$ cat src/rtl/apb_pkg.sv
// apb_pkg: shared APB bus widths and the master's state encoding
package apb_pkg;
   localparam int AW = 32;
   localparam int DW = 32;
   typedef enum logic [1:0] {IDLE = 2'd0, SETUP = 2'd1, ACCESS = 2'd2} state_t;
endpackage

$ cat src/rtl/rr_arbiter.sv
// rr_arbiter: one-hot round-robin grant, searching upward from ptr+1 with wrap-around
module rr_arbiter #(
   parameter int NUM_REQ = 4,
   localparam int IW = $clog2(NUM_REQ)
) (
   input  logic [NUM_REQ-1:0] req,
   input  logic [IW-1:0]      ptr,
   output logic [NUM_REQ-1:0] gnt,
   output logic [IW-1:0]      idx
);
   logic [IW-1:0] c;
   always_comb begin
      idx = ptr;
      c = ptr;
      for (int i = NUM_REQ; i >= 1; i--) begin
         c = IW'((int'(ptr) + i) % NUM_REQ);
         if (req[c]) idx = c;
      end
      gnt = |req ? NUM_REQ'(1) << idx : '0;
   end
endmodule

$ cat src/rtl/apb_rr_master.sv
// apb_rr_master: round-robin APB master sharing one slave among NUM_REQ requesters,
// with a bounded ACCESS phase that forces an error completion on timeout
module apb_rr_master
   import apb_pkg::*;
#(
   parameter int NUM_REQ = 4,
   parameter int TIMEOUT_CYCLES = 16
) (
   input  logic                  i_clk,
   input  logic                  i_reset,
   input  logic [NUM_REQ-1:0]    i_req_valid,
   input  logic [NUM_REQ-1:0]    i_req_write,
   input  logic [NUM_REQ*AW-1:0] i_req_addr,
   input  logic [NUM_REQ*DW-1:0] i_req_wdata,
   output logic [NUM_REQ-1:0]    o_req_ready,
   output logic [NUM_REQ-1:0]    o_rsp_valid,
   output logic [DW-1:0]         o_rsp_rdata,
   output logic                  o_rsp_err,
   output logic [AW-1:0]         PADDR,
   output logic                  PWRITE,
   output logic [DW-1:0]         PWDATA,
   output logic                  PSELx,
   output logic                  PENABLE,
   input  logic [DW-1:0]         PRDATA,
   input  logic                  PREADY,
   input  logic                  PSLVERR
);
   localparam int IW = $clog2(NUM_REQ);
   localparam int CW = $clog2(TIMEOUT_CYCLES);
   state_t state, state_d;
   logic [IW-1:0] ptr, ptr_d, gidx;
   logic [CW-1:0] cnt, cnt_d;
   logic [NUM_REQ-1:0] gnt, ready_d, rsp_valid_d;
   logic [AW-1:0] paddr_d;
   logic [DW-1:0] pwdata_d, rdata_d;
   logic pwrite_d, psel_d, penable_d, err_d, done;
   logic [AW-1:0] addr_a [NUM_REQ];
   logic [DW-1:0] wdata_a [NUM_REQ];
   for (genvar k = 0; k < NUM_REQ; k++) begin : g_unpack
      assign addr_a[k] = i_req_addr[AW*k +: AW];
      assign wdata_a[k] = i_req_wdata[DW*k +: DW];
   end
   rr_arbiter #(.NUM_REQ(NUM_REQ)) u_arb (.req(i_req_valid), .ptr(ptr), .gnt(gnt), .idx(gidx));
   // PREADY takes precedence over the timeout when both land in the same cycle
   assign done = PREADY || cnt == CW'(TIMEOUT_CYCLES - 1);
   always_comb begin
      state_d = state;
      ptr_d = ptr;
      cnt_d = cnt;
      paddr_d = PADDR;
      pwrite_d = PWRITE;
      pwdata_d = PWDATA;
      psel_d = PSELx;
      penable_d = PENABLE;
      ready_d = '0;
      rsp_valid_d = '0;
      rdata_d = o_rsp_rdata;
      err_d = o_rsp_err;
      case (state)
         IDLE: if (|i_req_valid) begin
            state_d = SETUP;
            ptr_d = gidx;
            paddr_d = addr_a[gidx];
            pwrite_d = i_req_write[gidx];
            pwdata_d = wdata_a[gidx];
            psel_d = 1'b1;
            penable_d = 1'b0;
            ready_d = gnt;
         end
         SETUP: begin
            state_d = ACCESS;
            penable_d = 1'b1;
            cnt_d = '0;
         end
         ACCESS: if (done) begin
            state_d = IDLE;
            psel_d = 1'b0;
            penable_d = 1'b0;
            rsp_valid_d = NUM_REQ'(1) << ptr;
            rdata_d = (PREADY && !PWRITE) ? PRDATA : '0;
            err_d = PREADY ? PSLVERR : 1'b1;
         end else cnt_d = cnt + 1'b1;
         default: state_d = IDLE;
      endcase
   end
   always_ff @(posedge i_clk) begin
      if (i_reset) begin
         state <= IDLE;
         ptr <= IW'(NUM_REQ - 1);
         cnt <= '0;
         PADDR <= '0;
         PWRITE <= 1'b0;
         PWDATA <= '0;
         PSELx <= 1'b0;
         PENABLE <= 1'b0;
         o_req_ready <= '0;
         o_rsp_valid <= '0;
         o_rsp_rdata <= '0;
         o_rsp_err <= 1'b0;
      end else begin
         state <= state_d;
         ptr <= ptr_d;
         cnt <= cnt_d;
         PADDR <= paddr_d;
         PWRITE <= pwrite_d;
         PWDATA <= pwdata_d;
         PSELx <= psel_d;
         PENABLE <= penable_d;
         o_req_ready <= ready_d;
         o_rsp_valid <= rsp_valid_d;
         o_rsp_rdata <= rdata_d;
         o_rsp_err <= err_d;
      end
   end
endmodule

$ cat config.mk
export PLATFORM = sky130hd
export DESIGN_NAME = apb_rr_master
export DESIGN_NICKNAME = d
export VERILOG_FILES = /design/src/rtl/apb_pkg.sv /design/src/rtl/rr_arbiter.sv /design/src/rtl/apb_rr_master.sv
export SDC_FILE = /design/constraint.sdc
export NUM_CORES = 1
export LEC_CHECK = 0
export CAP_MARGIN = 15
export CORE_AREA = 2 2 160 162
export CTS_CLUSTER_DIAMETER = 40
export DETAILED_ROUTE_END_ITERATION = 12
export DIE_AREA = 0 0 162 164
export GPL_ROUTABILITY_DRIVEN = 0
export PLACE_DENSITY = 0.64
export SYNTH_ARGS = -nofsm -noshare
export SYNTH_HDL_FRONTEND = slang
export SYNTH_SLANG_ARGS = --single-unit
export TNS_END_PERCENT = 50
$ cat constraint.sdc
create_clock -name i_clk -period 5.3 [get_ports i_clk]
set_input_delay 1.06 -clock i_clk [delete_from_list [all_inputs] [get_ports i_clk]]
set_output_delay 1.06 -clock i_clk [all_outputs]
set_load 0.05 [all_outputs]
==> run_results.csv, run 1 <==
group,metric,value,unit
synthesis,yosys.area.top_type,"dfxtp_1",
drt,finalWirelength,25.98,mm
clock_tree,cts.sinks,116,
drt,wl_per_cell,19.64,µm
worst_setup_path,critPathKind,"in2reg",
grt,grt_pass1_vias,6697,
timing,finalCriticalPeriod,3.403,ns
placed_design,numPortBuffers,407,
timing,whs,0.4687,ns
synthesis,synth-async-reset-ratio,0,
worst_setup_path,worstPathArrival,3.71,ns
synthesis,synth_edf_count,0,
worst_hold_path,hold_class,"reg2reg",
drt,vias,6754,
drt,drt_iter0_markers,349,
clock_tree,cts_resized,0,
status,status,"completed",
worst_setup_path,cp_max_fo,36,
finish,area_delta_synth_final,81.86,%
floorplan,fp-row-count,58,
synthesis,synth.distinct_cells,48,
floorplan,io-pin-count,408,
drt,dr.pass1.iters,5,
drt,drc_errors,0,
clock_tree,cts_tree,"built",
synthesis,syn_area_per_cell,9.766,µm²
finish,layout.nets,1281,
floorplan,die_area,26570,µm²
timing,slew_headroom,0.3319,
synthesis,synth.cell_area,5967,µm²
placed_design,dpl.hpwl,17.93,mm
finish,drive_gt1_frac,0.09869,
synthesis,yosys.area.top_type_share,0.3892,
synthesis,synth.most_common_cell,"dfxtp_1",
worst_setup_path,cp.required,5.61,ns
power_and_ir_drop,p_leak,4.067,nW
power_and_ir_drop,power,0.003648,W
grt,grt_max_degree,57,
timing,fin_crit_sh,0.6420,
synthesis,synth_area_leaders,"dfxtp_1 (39%), a221o_1 (7.4%), mux2_2 (6.4%)",
timing,fmax,293.9,MHz
drt,antenna_left,0,
power_and_ir_drop,power_density,336.2,nW/µm²
clock_tree,ctsHoldBuffers,0,
grt,gr-usage-all-layers,0.1873,
clock_tree,clkTransAtPathRegs,0.07,ns
synthesis,ys_ff_latch,116,
flow_run,maxCapViolCount,0,
clock_tree,htree_levels,4,
finish,n_antenna_cell,0,
synthesis,synth_fp_nets,912,
synthesis,ys.flop_type,"dfxtp_1",
timing,slew_violations,0,
timing,final.setup_skew,0.01360,ns
clock_tree,clk_latency,0.42,ns
floorplan,core,24820,µm²
drt,routed_via_density,5.105,
power_and_ir_drop,peakVddDrop,229.2,µV
timing,final-hold-violation-count,0,
floorplan,die_height,164,µm
floorplan,start_util,0.2404,
synthesis,ys_warn_count,0,
clock_tree,post_cts_buffers,0,
clock_tree,cts_buffers,17,
synthesis,yosysSeqAreaShare,0.3892,
clock_tree,root_buffer,"clkbuf_16",
grt,grt_pass1_wl,38.73,mm
synthesis,syn_inst,611,
clock_tree,clock_path_buffers,2,
timing,tns,0,ns
timing,grt_setup_unrepaired,"no",
grt,overflow,0,
synthesis,synthTopCellsByCount,"dfxtp_1 (116), a21oi_1 (51), clkbuf_1 (48)",
worst_setup_path,cp-end-kind,"flop",
worst_setup_path,start_kind,"primary input",
timing,setup_viol,0,
grt,grt_antenna_before_repair,0,
timing,worstMarginPinSlew,0.9954,ns
floorplan,die_x,162,µm
[worst paths after layout]
kind,startpoint,endpoint,slack [ns],cells after the start
worst max register to register,ptr[1],PWDATA[17],2.65,5
worst min-delay path,PSELx,PSELx,0.47,1
worst max-delay path,i_req_valid[0],PWDATA[17],1.90,7
worst min register to register,PSELx,PSELx,0.47,1
[state kept, by name, indices dropped and copies added (netlist names)]
signal	count
PENABLE	1
cnt	4
o_rsp_rdata	32
PWDATA	32
PSELx	1
o_rsp_valid	4
PADDR	32
ptr	2
state	2
o_rsp_err	1
PWRITE	1
o_req_ready	4
[critical path, stage by stage]
cell	delay, ns
clkdlybuf4s50_1	0.50
or4_4	0.59
and3b_4	0.22
nand3_2	0.61
buf_4	0.36
a21oi_1	0.06
a221o_1	0.27
[final cells by class]
cell class	count	area [µm²]
fill	2460	13970
timing repair buffer	423	4194
multi-input combinational	421	3336
sequential	116	2322
clock buffer	17	425.4
tap	330	412.9
clock inverter	15	157.7
inverter	1	3.754
[power by group]
| group | total (W) | switching, W | internal [W] |
|---|---|---|---|
| Combinational | 0.00143 | 0.000820 | 0.000611 |
| Clock | 0.00116 | 0.000530 | 0.000630 |
| Sequential | 0.00106 | 0.0000713 | 0.000986 |
| Total | 0.00365 | 0.00142 | 0.00223 |
[routing by layer]
layer,wire [µm],track usage,vias to the layer above
met3,2344,0.05556,29
met5,0,0,-
met4,523,0.05551,0
li1,-,-,3198
met2,12470,0.3199,355
met1,10640,0.2281,3172
[layout by cell type, fill, tap and decap left out, types with 17 or more instances in the layout]
cell / n
nand3_1: 23
mux2_2: 34
clkdlybuf4s50_1: 407
dfxtp_1: 116
nand4_1: 44
o31ai_1: 44
a221o_1: 44
o221ai_1: 22
a22o_1: 32
mux2i_1: 34
a21oi_1: 50
clkbuf_16: 17
[metrics by stage]
stage | instances | area, µm² | setup slack (ns) | utilization
2_1_floorplan | 611 | 5967 | 2.519 | -
3_3_place_gp | 1291 | 10270 | 1.513 | 0.4137
3_5_place_dp | 1291 | 10270 | 1.462 | 0.4137
4_1_cts | 1323 | 10850 | 1.918 | 0.4372
5_1_grt | 1323 | 10850 | 1.798 | 0.4372
6_report | 1323 | 10850 | 1.897 | 0.4372
[cell families (layout without fill, tap and decap cells)]
| family | Yosys count | after routing | synth area share |
|---|---|---|---|
| buffers and inverters | 74 | 456 | 0.05913 |
| DFF | 116 | 116 | 0.3892 |
| muxes | 78 | 78 | 0.1401 |
| and+or+nand+nor | 122 | 122 | 0.1208 |
| adders and majority gates | 1 | 1 | 0.002097 |
| AOI/OAI and AO/OA | 220 | 220 | 0.2887 |
Power figures use the tool's default switching activity.
==> run 2: changes to the inputs <==
CORE_AREA = 2 2 159 161   (was 2 2 160 162)
DIE_AREA = 0 0 161 163   (was 0 0 162 164)
PLACE_DENSITY = 0.67   (was 0.64)
clock period = 2.9 ns   (was 5.3 ns; I/O delays follow)
==> run 2 against run 1 <==
Against the previous run: first-iteration DRC count increased by 19%; power is 88% higher; hold slack worse by 0.0024 ns; register-to-register slack got worse by 2.2 ns; wire length grew 3.2%; critical path depth up 1; core utilization is 1.4 points higher; clock-buffer cell count is the same.
==> run_results.csv, run 2 (same netlist as run 1, synthesis figures left out) <==
group,metric,value,unit
floorplan,die_area,26240,µm²
clock_tree,clk_latency,0.42,ns
worst_setup_path,cp-end-kind,"flop",
clock_tree,clkTransAtPathRegs,0.06,ns
drt,finalWirelength,26.82,mm
worst_setup_path,regToRegStartpoint,"ptr[0]",
grt,grt_max_degree,45,
drt,dr.pass1.iters,5,
finish,multiInputGateArea,3336,µm²
clock_tree,cts_buffers,17,
clock_tree,cts_tree,"built",
clock_tree,htree_levels,4,
clock_tree,cts_resized,0,
worst_setup_path,rr_endpoint,"PWDATA[28]",
worst_hold_path,hold_class,"reg2reg",
finish,layout_commonest_cell,"clkdlybuf4s50_1",
finish,top_regs,"PADDR x32, PWDATA x32, o_rsp_rdata x32",
placed_design,placed_area,10530,µm²
drt,routed_via_density,5.135,
floorplan,core,24670,µm²
worst_setup_path,rr_worst_depth,7,
power_and_ir_drop,power,0.006844,W
floorplan,die_height,163,µm
finish,design_area,11130,µm²
grt,grt_pass1_wl,39.71,mm
timing,grt_setup_unrepaired,"no",
worst_setup_path,crit_family,"buffers and inverters",
worst_setup_path,cp-endpoint,"PWDATA[28]",
worst_setup_path,start_kind,"primary input",
worst_setup_path,crit_buf_inv,3,
clock_tree,clock_path_buffers,2,
timing,fin_crit_sh,0.8626,
finish,utilization,0.4509,
drt,antenna_left,0,
timing,slew_headroom,0.5778,
power_and_ir_drop,peakVddDrop,263.7,µV
finish,layout.nets,1294,
placed_design,dpl.hpwl,18.99,mm
drt,drt_iter0_markers,416,
power_and_ir_drop,power_density,615.1,nW/µm²
worst_setup_path,regToRegSetupSlack,0.50,ns
timing,final.setup_skew,0.01177,ns
drt,wl_per_cell,20.08,µm
floorplan,fp-row-count,58,
worst_setup_path,cp-startpoint,"i_req_valid[1]",
power_and_ir_drop,p_leak,4.201,nW
status,status,"completed",
grt,grt_antenna_before_repair,0,
worst_setup_path,worstPathArrival,2.77,ns
floorplan,start_util,0.2418,
worst_setup_path,slowest_delay,0.47,ns
finish,n_antenna_cell,0,
clock_tree,cts.sinks,116,
worst_setup_path,critPathKind,"in2reg",
timing,setup_viol,0,
timing,finalCriticalPeriod,2.501,ns
floorplan,die_x,161,µm
timing,final-hold-violation-count,0,
timing,tns,0,ns
floorplan,io-pin-count,408,
flow_run,maxCapViolCount,0,
grt,gr-usage-all-layers,0.1947,
finish,fill_cells,2352,
worst_setup_path,cp_max_fo,31,
grt,overflow,0,
drt,vias,6861,
worst_setup_path,cp.required,3.17,ns
worst_setup_path,path_depth,8,
grt,grt_pass1_vias,6873,
worst_setup_path,path_cells,"clkdlybuf4s50_1 -> nor2b_1 -> o21a_2 -> nor3_4 -> buf_12 -> buf_4 -> mux2i_1 -> o221ai_1",
clock_tree,ctsHoldBuffers,0,
drt,drc_errors,0,
clock_tree,root_buffer,"clkbuf_16",
placed_design,numPortBuffers,407,
timing,worstMarginPinSlew,0.6324,ns
clock_tree,post_cts_buffers,0,
finish,area_delta_synth_final,86.45,%
finish,seq_area,2322,µm²
worst_setup_path,cp_slowest_cell,"clkdlybuf4s50_1",
finish,drive_gt1_frac,0.1103,
timing,slew_violations,0,
finish,mostFrequentLayoutCells,"clkdlybuf4s50_1 (407), dfxtp_1 (116), a21oi_1 (50)",
timing,fmax,399.8,MHz
## run 2: cell count changes in the layout (fill, tap and decap cells not counted), sizes merged
cell | before | now
inv | 10 | 7
buf | 16 | 29
clkinvlp | 1 | 0
clkinv | 5 | 7
bufinv | 0 | 2
## run 2: final cells by class
class	count	area share
Clock buffer	17	0.03824
Inverter	1	0.0003374
Clock inverter	15	0.01541
Tap cell	330	0.03711
Sequential cell	116	0.2087
Multi-Input combinational cell	421	0.2998
Timing Repair Buffer	436	0.4004
## run 2: how the worst min path moves through the flow
stage / startpoint / endpoint / slack (ns) / cells past startpoint
3_3_place_gp: PSELx / PSELx / 0.45 / 1
3_5_place_dp: PSELx / PSELx / 0.45 / 1
6_report: PSELx / PSELx / 0.47 / 1
4_1_cts: PSELx / PSELx / 0.47 / 1
5_1_grt: o_rsp_rdata[23] / o_rsp_rdata[23] / 0.49 / 1
2_1_floorplan: cnt[3] / cnt[3] / 0.44 / 1
## run 2: routing by layer
metal  vias up  part of all wire  GRT usage
met5         -                 0          0
met2       346              0.50     0.3412
li1       3222                 -          -
met1      3258              0.40     0.2306
met3        35             0.083    0.05577
met4         0             0.018    0.05966
## run 2: power by group
part	switching, W	internal [W]	leakage (nW)
combinational	0.00153	0.00121	2.95
sequential	0.000137	0.00180	0.950
clock	0.000879	0.00129	0.296
total	0.00254	0.00430	4.20
## run 2: per-stage QoR
stage | instances | setup WS (ns) | hold slack (ns)
6_report | 1336 | 0.3986 | 0.4663
5_1_grt | 1336 | 0.3191 | 0.4887
4_1_cts | 1336 | 0.4104 | 0.4678
3_5_place_dp | 1304 | -0.01295 | 0.4528
3_3_place_gp | 1304 | 0.03566 | 0.4484
2_1_floorplan | 611 | 0.5986 | 0.4406
==> run 3: changes to the inputs <==
CORE_AREA = 2 2 157 159   (was 2 2 159 161)
DIE_AREA = 0 0 159 161   (was 0 0 161 163)
DONT_BUFFER_PORTS = 1   (was default)
PLACE_DENSITY = 0.48   (was 0.67)
==> run 3 against run 2 <==
Against the previous run: sequential cell count did not move; power down 14%; critical path depth is 3 lower; register-to-register slack gained 0.04 ns; combinational power is 59% lower; sequential share of layout area up 13 points; clock-buffer cell count is the same; clock power is 3% lower; non-clock buffer count decreased by 418; critical endpoint is now PADDR[13]; highest routed layer unchanged.
==> run_results.csv, run 3 (same netlist as run 1, synthesis figures left out) <==
group,metric,value,unit
drt,routed_via_density,5.929,
timing,grt_setup_unrepaired,"no",
finish,top_regs,"PADDR x32, PWDATA x32, o_rsp_rdata x32",
clock_tree,ctsHoldBuffers,0,
drt,vias,5425,
clock_tree,clkTransAtPathRegs,0.06,ns
timing,final-hold-violation-count,0,
worst_hold_path,whs_path_depth,1,
worst_setup_path,cp-end-kind,"flop",
finish,mostFrequentLayoutCells,"dfxtp_1 (116), a21oi_1 (50), nand4_1 (44), o31ai_1 (44), a221o_1 (44)",
floorplan,core,23960,µm²
power_and_ir_drop,power.share.clock,0.356,
drt,wl_per_cell,24.39,µm
drt,drc_errors,0,
status,status,"completed",
worst_setup_path,regToRegStartpoint,"ptr[0]",
grt,grt_pass1_vias,5511,
worst_setup_path,regToRegSetupSlack,0.54,ns
clock_tree,clock_path_buffers,2,
worst_setup_path,cp_max_fo,16,
power_and_ir_drop,p_seq_frac,0.454,
power_and_ir_drop,combPwrFrac,0.190,
clock_tree,cts.sinks,116,
worst_setup_path,rr_worst_depth,5,
clock_tree,cts_tree,"built",
floorplan,start_util,0.2490,
worst_hold_path,min_to,"cnt[1]",
worst_hold_path,hold_class,"in2reg",
worst_setup_path,critPathKind,"reg2reg",
timing,fmax,424.3,MHz
clock_tree,clk_latency,0.42,ns
clock_tree,post_cts_buffers,0,
power_and_ir_drop,swShare,0.4166,
drt,drt_iter0_markers,443,
timing,finalCriticalPeriod,2.357,ns
timing,setup_viol,0,
timing,slew_headroom,0.5059,
grt,grt_pass1_wl,33.18,mm
finish,drive_gt1_frac,0.1701,
grt,gr-usage-all-layers,0.1673,
finish,layout_commonest_cell,"dfxtp_1",
drt,antenna_left,0,
drt,finalWirelength,22.31,mm
placed_design,placedCellCount,880,
timing,slew_violations,0,
power_and_ir_drop,netSwitchingPower,0.002456,W
clock_tree,cts_buffers,17,
finish,area_delta_synth_final,14.51,%
placed_design,dpl.hpwl,15.55,mm
worst_setup_path,start_kind,"flop",
floorplan,die_x,159,µm
flow_run,maxCapViolCount,0,
placed_design,numPortBuffers,0,
timing,fin_crit_sh,0.8127,
grt,grt_max_degree,55,
floorplan,fp-row-count,57,
grt,grt_antenna_before_repair,3,
power_and_ir_drop,p_int,0.003439,W
power_and_ir_drop,p_leak,2.544,nW
clock_tree,cts_resized,0,
finish,layout.nets,876,
floorplan,io-pin-count,408,
timing,tns,0,ns
worst_setup_path,worstPathArrival,2.64,ns
timing,worstMarginPinSlew,0.7384,ns
worst_setup_path,rr_endpoint,"PADDR[13]",
timing,final.setup_skew,0.01458,ns
worst_setup_path,cp-startpoint,"ptr[0]",
floorplan,die_area,25600,µm²
clock_tree,root_buffer,"clkbuf_16",
clock_tree,htree_levels,4,
power_and_ir_drop,power_density,862.7,nW/µm²
drt,dr.pass1.iters,5,
floorplan,die_height,161,µm
timing,whs,0.2370,ns
finish,final_cells,915,
worst_setup_path,cp.required,3.19,ns
grt,overflow,0,
worst_hold_path,hp-start,"i_reset",
power_and_ir_drop,peakVddDrop,257.3,µV
-- run 3: worst max path at each step --
stage,end,slack (ns)
2_1_floorplan,PADDR[1],0.60
4_1_cts,PADDR[13],0.49
5_1_grt,PADDR[13],0.27
6_report,PADDR[13],0.54
3_3_place_gp,PADDR[9],0.51
3_5_place_dp,PADDR[9],0.45
-- run 3: routing by layer --
metal	vias up	track usage	routed length (µm)
li1	2393	-	-
met1	2627	0.2054	8843
met2	366	0.2702	10880
met3	39	0.05367	2019
met4	0	0.07273	573
met5	-	0	0
-- run 3: final cells by class --
cell class | instances | area [µm²]
clock inverters | 15 | 160.2
flip-flops and latches | 116 | 2322
fillers | 2549 | 17130
diodes | 3 | 7.507
repair buffers | 18 | 172.7
clock buffers | 17 | 425.4
well taps | 324 | 405.4
multi-input cells | 421 | 3336
inverters | 1 | 3.754
-- run 3: critical path, cell delays in order (launching register included) --
cell	delay [ns]
dfxtp_1	0.52
nand2b_1	0.30
a21o_2	0.38
nand3_1	0.47
a41oi_1	0.40
o221ai_1	0.14
-- run 3: through the flow --
stage               total power [W]    util  setup WS [ns]  instance area (µm²)
floorplan                  0.003526       -         0.5986                 5967
global placement           0.003781  0.2604         0.5095                 6240
detailed placement         0.003824  0.2604         0.4546                 6240
CTS                        0.005982  0.2848         0.4885                 6825
global route               0.006174  0.2851         0.2679                 6833
finish                     0.005895  0.2851         0.5432                 6833
-- run 3: power by group through the flow --
| stage | combinational [W] | clock, W | sequential (W) |
|---|---|---|---|
| floorplan | 0.000906 | 0 | 0.00262 |
| global placement | 0.00107 | 0 | 0.00271 |
| detailed placement | 0.00112 | 0 | 0.00271 |
| CTS | 0.00112 | 0.00219 | 0.00268 |
| global route | 0.00122 | 0.00226 | 0.00270 |
| finish | 0.00112 | 0.00210 | 0.00268 |
